===== config.mk =====
export PLATFORM = sky130hd
export DESIGN_NAME = hazard_ctrl
export DESIGN_NICKNAME = d
export VERILOG_FILES = /design/src/rtl/hazard_ctrl.sv
export SDC_FILE = /design/constraint.sdc
export NUM_CORES = 1
export LEC_CHECK = 0
export CAP_MARGIN = 5
export CORE_UTILIZATION = 30
export DETAILED_ROUTE_END_ITERATION = 12
export GPL_TIMING_DRIVEN = 0
export PLACE_DENSITY_LB_ADDON = 0.2
export SYNTH_ARGS = -nofsm -noshare
export SYNTH_HDL_FRONTEND = slang
export SYNTH_SLANG_ARGS = --single-unit
export TNS_END_PERCENT = 50

===== constraint.sdc =====
create_clock -name clk_i -period 2 [get_ports clk_i]
set_input_delay 0.4 -clock clk_i [delete_from_list [all_inputs] [get_ports clk_i]]
set_output_delay 0.4 -clock clk_i [all_outputs]
set_load 0.01 [all_outputs]

===== src/rtl/hazard_ctrl.sv =====
// Pipeline hazard control: load-use stall, control flush, E-stage forwarding select,
// and whole-pipeline freeze while a data-memory access in M waits for ready.
module hazard_ctrl #(
  parameter int REGISTER_ADDRESS_WIDTH = 5,
  parameter int CNT_WIDTH              = 32,
  parameter int MAX_WAIT               = 255
) (
  input  logic                              clk_i,
  input  logic                              rst_i,
  input  logic [REGISTER_ADDRESS_WIDTH-1:0] Rs1D_i,
  input  logic [REGISTER_ADDRESS_WIDTH-1:0] Rs2D_i,
  input  logic [REGISTER_ADDRESS_WIDTH-1:0] Rs1E_i,
  input  logic [REGISTER_ADDRESS_WIDTH-1:0] Rs2E_i,
  input  logic [REGISTER_ADDRESS_WIDTH-1:0] RdE_i,
  input  logic [REGISTER_ADDRESS_WIDTH-1:0] RdM_i,
  input  logic [REGISTER_ADDRESS_WIDTH-1:0] RdW_i,
  input  logic [1:0]                        ResultSrcE_i,
  input  logic                              PCSrcE_i,
  input  logic                              RegWriteM_i,
  input  logic                              RegWriteW_i,
  input  logic                              MemAccessM_i,
  input  logic                              dmem_ready_i,
  output logic                              StallF_o,
  output logic                              StallD_o,
  output logic                              FlushD_o,
  output logic                              FlushE_o,
  output logic                              EnE_o,
  output logic                              EnM_o,
  output logic                              EnW_o,
  output logic [1:0]                        ForwardAE_o,
  output logic [1:0]                        ForwardBE_o,
  output logic                              dmem_req_o,
  output logic                              mem_timeout_o,
  output logic [CNT_WIDTH-1:0]              stall_cnt_o
);

  localparam int WAIT_W = $clog2(MAX_WAIT + 1);

  typedef enum logic {RUN, MEM_WAIT} state_t;

  state_t              state_q, state_d;
  logic [WAIT_W-1:0]   wait_cnt_q;
  logic                miss_start;
  logic                frozen;
  logic                load_use;

  // A miss freezes combinationally in its first cycle, before the FSM has moved.
  assign miss_start = (state_q == RUN) && MemAccessM_i && !dmem_ready_i;
  assign frozen     = !rst_i && (miss_start || ((state_q == MEM_WAIT) && !dmem_ready_i));
  assign load_use   = (ResultSrcE_i == 2'b01) && (RdE_i != '0) &&
                      ((RdE_i == Rs1D_i) || (RdE_i == Rs2D_i));

  always_comb begin
    state_d = state_q;
    case (state_q)
      RUN:      if (miss_start)   state_d = MEM_WAIT;
      MEM_WAIT: if (dmem_ready_i) state_d = RUN;
      default:                    state_d = RUN;
    endcase
  end

  always_comb begin
    StallF_o   = 1'b0;
    StallD_o   = 1'b0;
    FlushD_o   = 1'b0;
    FlushE_o   = 1'b0;
    EnE_o      = 1'b1;
    EnM_o      = 1'b1;
    EnW_o      = 1'b1;
    dmem_req_o = 1'b0;
    if (rst_i) begin
      FlushD_o = 1'b1;
      FlushE_o = 1'b1;
    end else begin
      dmem_req_o = (state_q == MEM_WAIT) || MemAccessM_i;
      if (frozen) begin
        StallF_o = 1'b1;
        StallD_o = 1'b1;
        EnE_o    = 1'b0;
        EnM_o    = 1'b0;
        EnW_o    = 1'b0;
      end else if (PCSrcE_i) begin
        FlushD_o = 1'b1;
        FlushE_o = 1'b1;
      end else if (load_use) begin
        StallF_o = 1'b1;
        StallD_o = 1'b1;
        FlushE_o = 1'b1;
      end
    end
  end

  // M-stage result is younger than W, so it wins when both match.
  always_comb begin
    ForwardAE_o = 2'b00;
    ForwardBE_o = 2'b00;
    if (RegWriteM_i && (RdM_i != '0) && (RdM_i == Rs1E_i))      ForwardAE_o = 2'b10;
    else if (RegWriteW_i && (RdW_i != '0) && (RdW_i == Rs1E_i)) ForwardAE_o = 2'b01;
    if (RegWriteM_i && (RdM_i != '0) && (RdM_i == Rs2E_i))      ForwardBE_o = 2'b10;
    else if (RegWriteW_i && (RdW_i != '0) && (RdW_i == Rs2E_i)) ForwardBE_o = 2'b01;
  end

  always_ff @(posedge clk_i) begin
    if (rst_i) begin
      state_q       <= RUN;
      wait_cnt_q    <= '0;
      mem_timeout_o <= 1'b0;
      stall_cnt_o   <= '0;
    end else begin
      state_q <= state_d;
      if (frozen) begin
        if (wait_cnt_q != WAIT_W'(MAX_WAIT)) wait_cnt_q <= wait_cnt_q + WAIT_W'(1);
        if (wait_cnt_q >= WAIT_W'(MAX_WAIT - 1)) mem_timeout_o <= 1'b1;
      end else begin
        wait_cnt_q <= '0;
      end
      if (StallF_o && (stall_cnt_o != '1)) stall_cnt_o <= stall_cnt_o + CNT_WIDTH'(1);
    end
  end

endmodule

==> impl_metrics.py <==
metrics = {
    "global_route": {
        "grt_pass1_vias": 2620,
        "antenna_found_initial": 0,
        "grt_overflow": 0,
        "grt_pass1_wl_mm": 12.6,
        "grt.total_usage": 0.177,
        "grt_max_degree": 14,
    },
    "sta": {
        "maxSlewViolCount": 0,
        "finalHoldViolCount": 0,
        "fin_skew_ns": 0.0104,
        "setup_viol": 4,
        "rsz0062_at_grt": "true",
        "tightest_slew_ns": 0.587,
        "slew_headroom": 0.609,
        "max_freq_mhz": 470,
        "period_share": 1.06,
        "setup_slack_ns": -0.126,
        "finalSetupTns_ns": -0.331,
        "period_minus_slack_ns": 2.13,
    },
    "die": {
        "core_sq_um": 8340,
        "initial_core_util": 0.316,
        "pin_count": 89,
        "dieArea_sq_um": 9170,
        "num_rows": 33,
        "fp.dieW_um": 95.7,
        "die_y_um": 95.7,
    },
    "synth": {
        "synth_top_family_by_area": "simple AND/OR/NAND/NOR gates",
        "seq_area_frac_synth": 0.319,
        "synth_compound_area_frac": 0.176,
        "synthCells": 305,
        "synthesis.nets": 352,
        "yosysWarnings": 0,
        "synth.mux.area_fraction": 0.00807,
        "ys_ff_latch": 42,
        "synth_top_cells_by_area": "dfxtp_1 (32%), xor2_1 (8.0%), xnor2_1 (6.6%)",
        "synth_edf_count": 0,
        "yosys-top-cells-count": "dfxtp_1 (42), nor2_1 (27), xor2_1 (24), xnor2_1 (20), a21oi_1 (19)",
        "yosys.area.top_type_share": 0.319,
        "async_flop_share": 0,
        "yosys.area.top_type": "dfxtp_1",
        "syn_avg_cell_area_sq_um": 8.64,
        "synth.most_common_cell": "dfxtp_1",
        "synth_ff_type": "dfxtp_1",
        "synth_fa_ha_area_frac": 0.0142,
        "yosys.area_share.xor_xnor": 0.146,
        "synth.cell_area_sq_um": 2640,
        "yosys.area_share.simple": 0.280,
        "synth.distinct_cells": 57,
    },
    "placement": {
        "place_congestion": 0.795,
        "dpl.hpwl_mm": 5.68,
        "port_buffers": 87,
        "place_ws_ns": -1.17,
    },
    "route": {
        "wire_per_inst_um": 15.0,
        "drtIter0Drc": 76,
        "antenna_left": 0,
        "drt-total-wl_mm": 8.21,
        "drcViolationCount": 0,
        "drt_first_pass_iters": 4,
        "vias": 2819,
        "viasPerCell": 5.16,
    },
    "setup_path": {
        "critPathKind": "primary input to output port",
        "path_cells": "buf_8 > or4_4 > o21ai_4 > nor3_4 > a21oi_4 > inv_2 > buf_6 > buf_6",
        "cp_slowest_cell": "or4_4",
        "crit_top_cell": "buf_6",
        "cp_max_fo": 3,
        "cp-start-kind": "primary input",
        "cp-end-kind": "output port",
        "critical_path.max_stage_delay_ns": 0.55,
        "required_ns": 1.60,
        "worstPathArrival_ns": 1.73,
    },
    "clock_tree": {
        "clk_pin_slew_worst_paths_ns": 0.08,
        "clk_latency_ns": 0.30,
        "clockRootBuffer": "clkbuf_8",
        "cts_sinks": 42,
        "clockBufferDepth": 2,
        "numCtsBuffers": 5,
        "htreeDepth": 2,
        "cts_tree": "yes",
    },
    "run": {
        "cap_viol_max_count": 0,
    },
    "finish": {
        "utilization": 0.523,
        "areaGrowthSynthToFinish_pct": 65.5,
        "n_antenna_cell": 0,
        "layout.nets": 487,
        "drive_above_1_share": 0.397,
    },
    "status": {
        "status": "finished with violations",
        "violations": "setup timing",
    },
    "min_path": {
        "hold_path_class": "primary input to flip-flop",
    },
    "power": {
        "power_density_nw_per_um2": 401,
        "power_w": 0.00175,
        "ir_drop_mv": 0.255,
        "leakage_nw": 1.64,
    },
}
==> power by group <==
part	internal, W	total, W	switching [W]
sequential	0.000825	0.000829	0.00000414
combinational	0.000176	0.000339	0.000164
clock	0.000278	0.000582	0.000304
==> per-stage QoR <==
| stage | area [sq um] | hold WS [ns] | std cells |
|---|---|---|---|
| 2_1_floorplan | 2660 | 0.432 | 305 |
| 3_3_place_gp | 3660 | 0.437 | 497 |
| 3_5_place_dp | 3660 | 0.446 | 497 |
| 4_1_cts | 4050 | 0.454 | 527 |
| 5_1_grt | 4360 | 0.467 | 546 |
| 6_report | 4360 | 0.458 | 546 |
==> worst paths after layout <==
path / to / start / cells past startpoint / slack (ns)
worst min register to register: mem_timeout_o / mem_timeout_o / 2 / 0.46
worst max register to register: stall_cnt_o[22] / stall_cnt_o[24] / 8 / 0.01
worst min-delay path: stall_cnt_o[27] / rst_i / 3 / 0.46
worst max-delay path: StallF_o / RdE_i[3] / 8 / -0.13
==> critical path: cells and delay by family <==
kind,cells,cell delay (ns)
AO/OA/AOI/OAI,2,0.32
buffers and inverters,4,0.38
AND/OR/NAND/NOR,2,0.62
==> cells by family after synthesis <==
family,count (synthesis)
AND/OR/NAND/NOR,122
AO/OA/AOI/OAI,67
XOR/XNOR,44
flip-flops,42
buffers and inverters,25
adder cells (fa/ha/maj),3
multiplexers,2
==> sequential cells by signal (all words and copies together) (netlist names) <==
| register | flops |
|---|---|
| state_q | 1 |
| stall_cnt_o | 32 |
| wait_cnt_q | 8 |
| mem_timeout_o | 1 |
==> cell usage in the layout (no fill, tap or decap), types with 6 or more instances in the layout <==
cell and count:
a21oi_1 12, or3_1 7, inv_1 7, buf_4 35
nand3_1 16, o21ai_0 10, buf_2 16, clkdlybuf4s15_1 7
dfxtp_4 10, clkbuf_8 9, xor2_1 23, o211ai_1 8
dlygate4sd2_1 12, a21oi_2 6, dfxtp_1 18, xnor2_1 17
dfxtp_2 14, buf_6 17, clkbuf_2 9, clkdlybuf4s50_1 36
nor2_1 24, nand2_1 14
==> cell type report <==
type | instances | area (sq um)
Clock inverter | 2 | 12.5
Multi-Input combinational cell | 238 | 1940
Tap cell | 105 | 131
Buffer | 14 | 146
Clock buffer | 6 | 82.6
Inverter | 10 | 40.0
Timing Repair Buffer | 129 | 1110
Fill cell | 802 | 3980
Sequential cell | 42 | 896
==> timing repair <==
item / 4_1_cts / 5_1_grt
pin swaps: 34 / 44
cloned: 0 / 2
buffers inserted: 23 / 17
setup endpoints to repair: 44 / 33
resized for setup: 187 / 82
hold buffers: 0 / 0
==> per-layer routing <==
metal  track usage  wire length, um  up-vias
li1              -                -     1388
met1         0.226             3670     1347
met2         0.297             3990       76
met3        0.0490              469        8
met4        0.0386               89        0
met5             0                0        -
No activity file was read; power rests on OpenSTA's default activity.
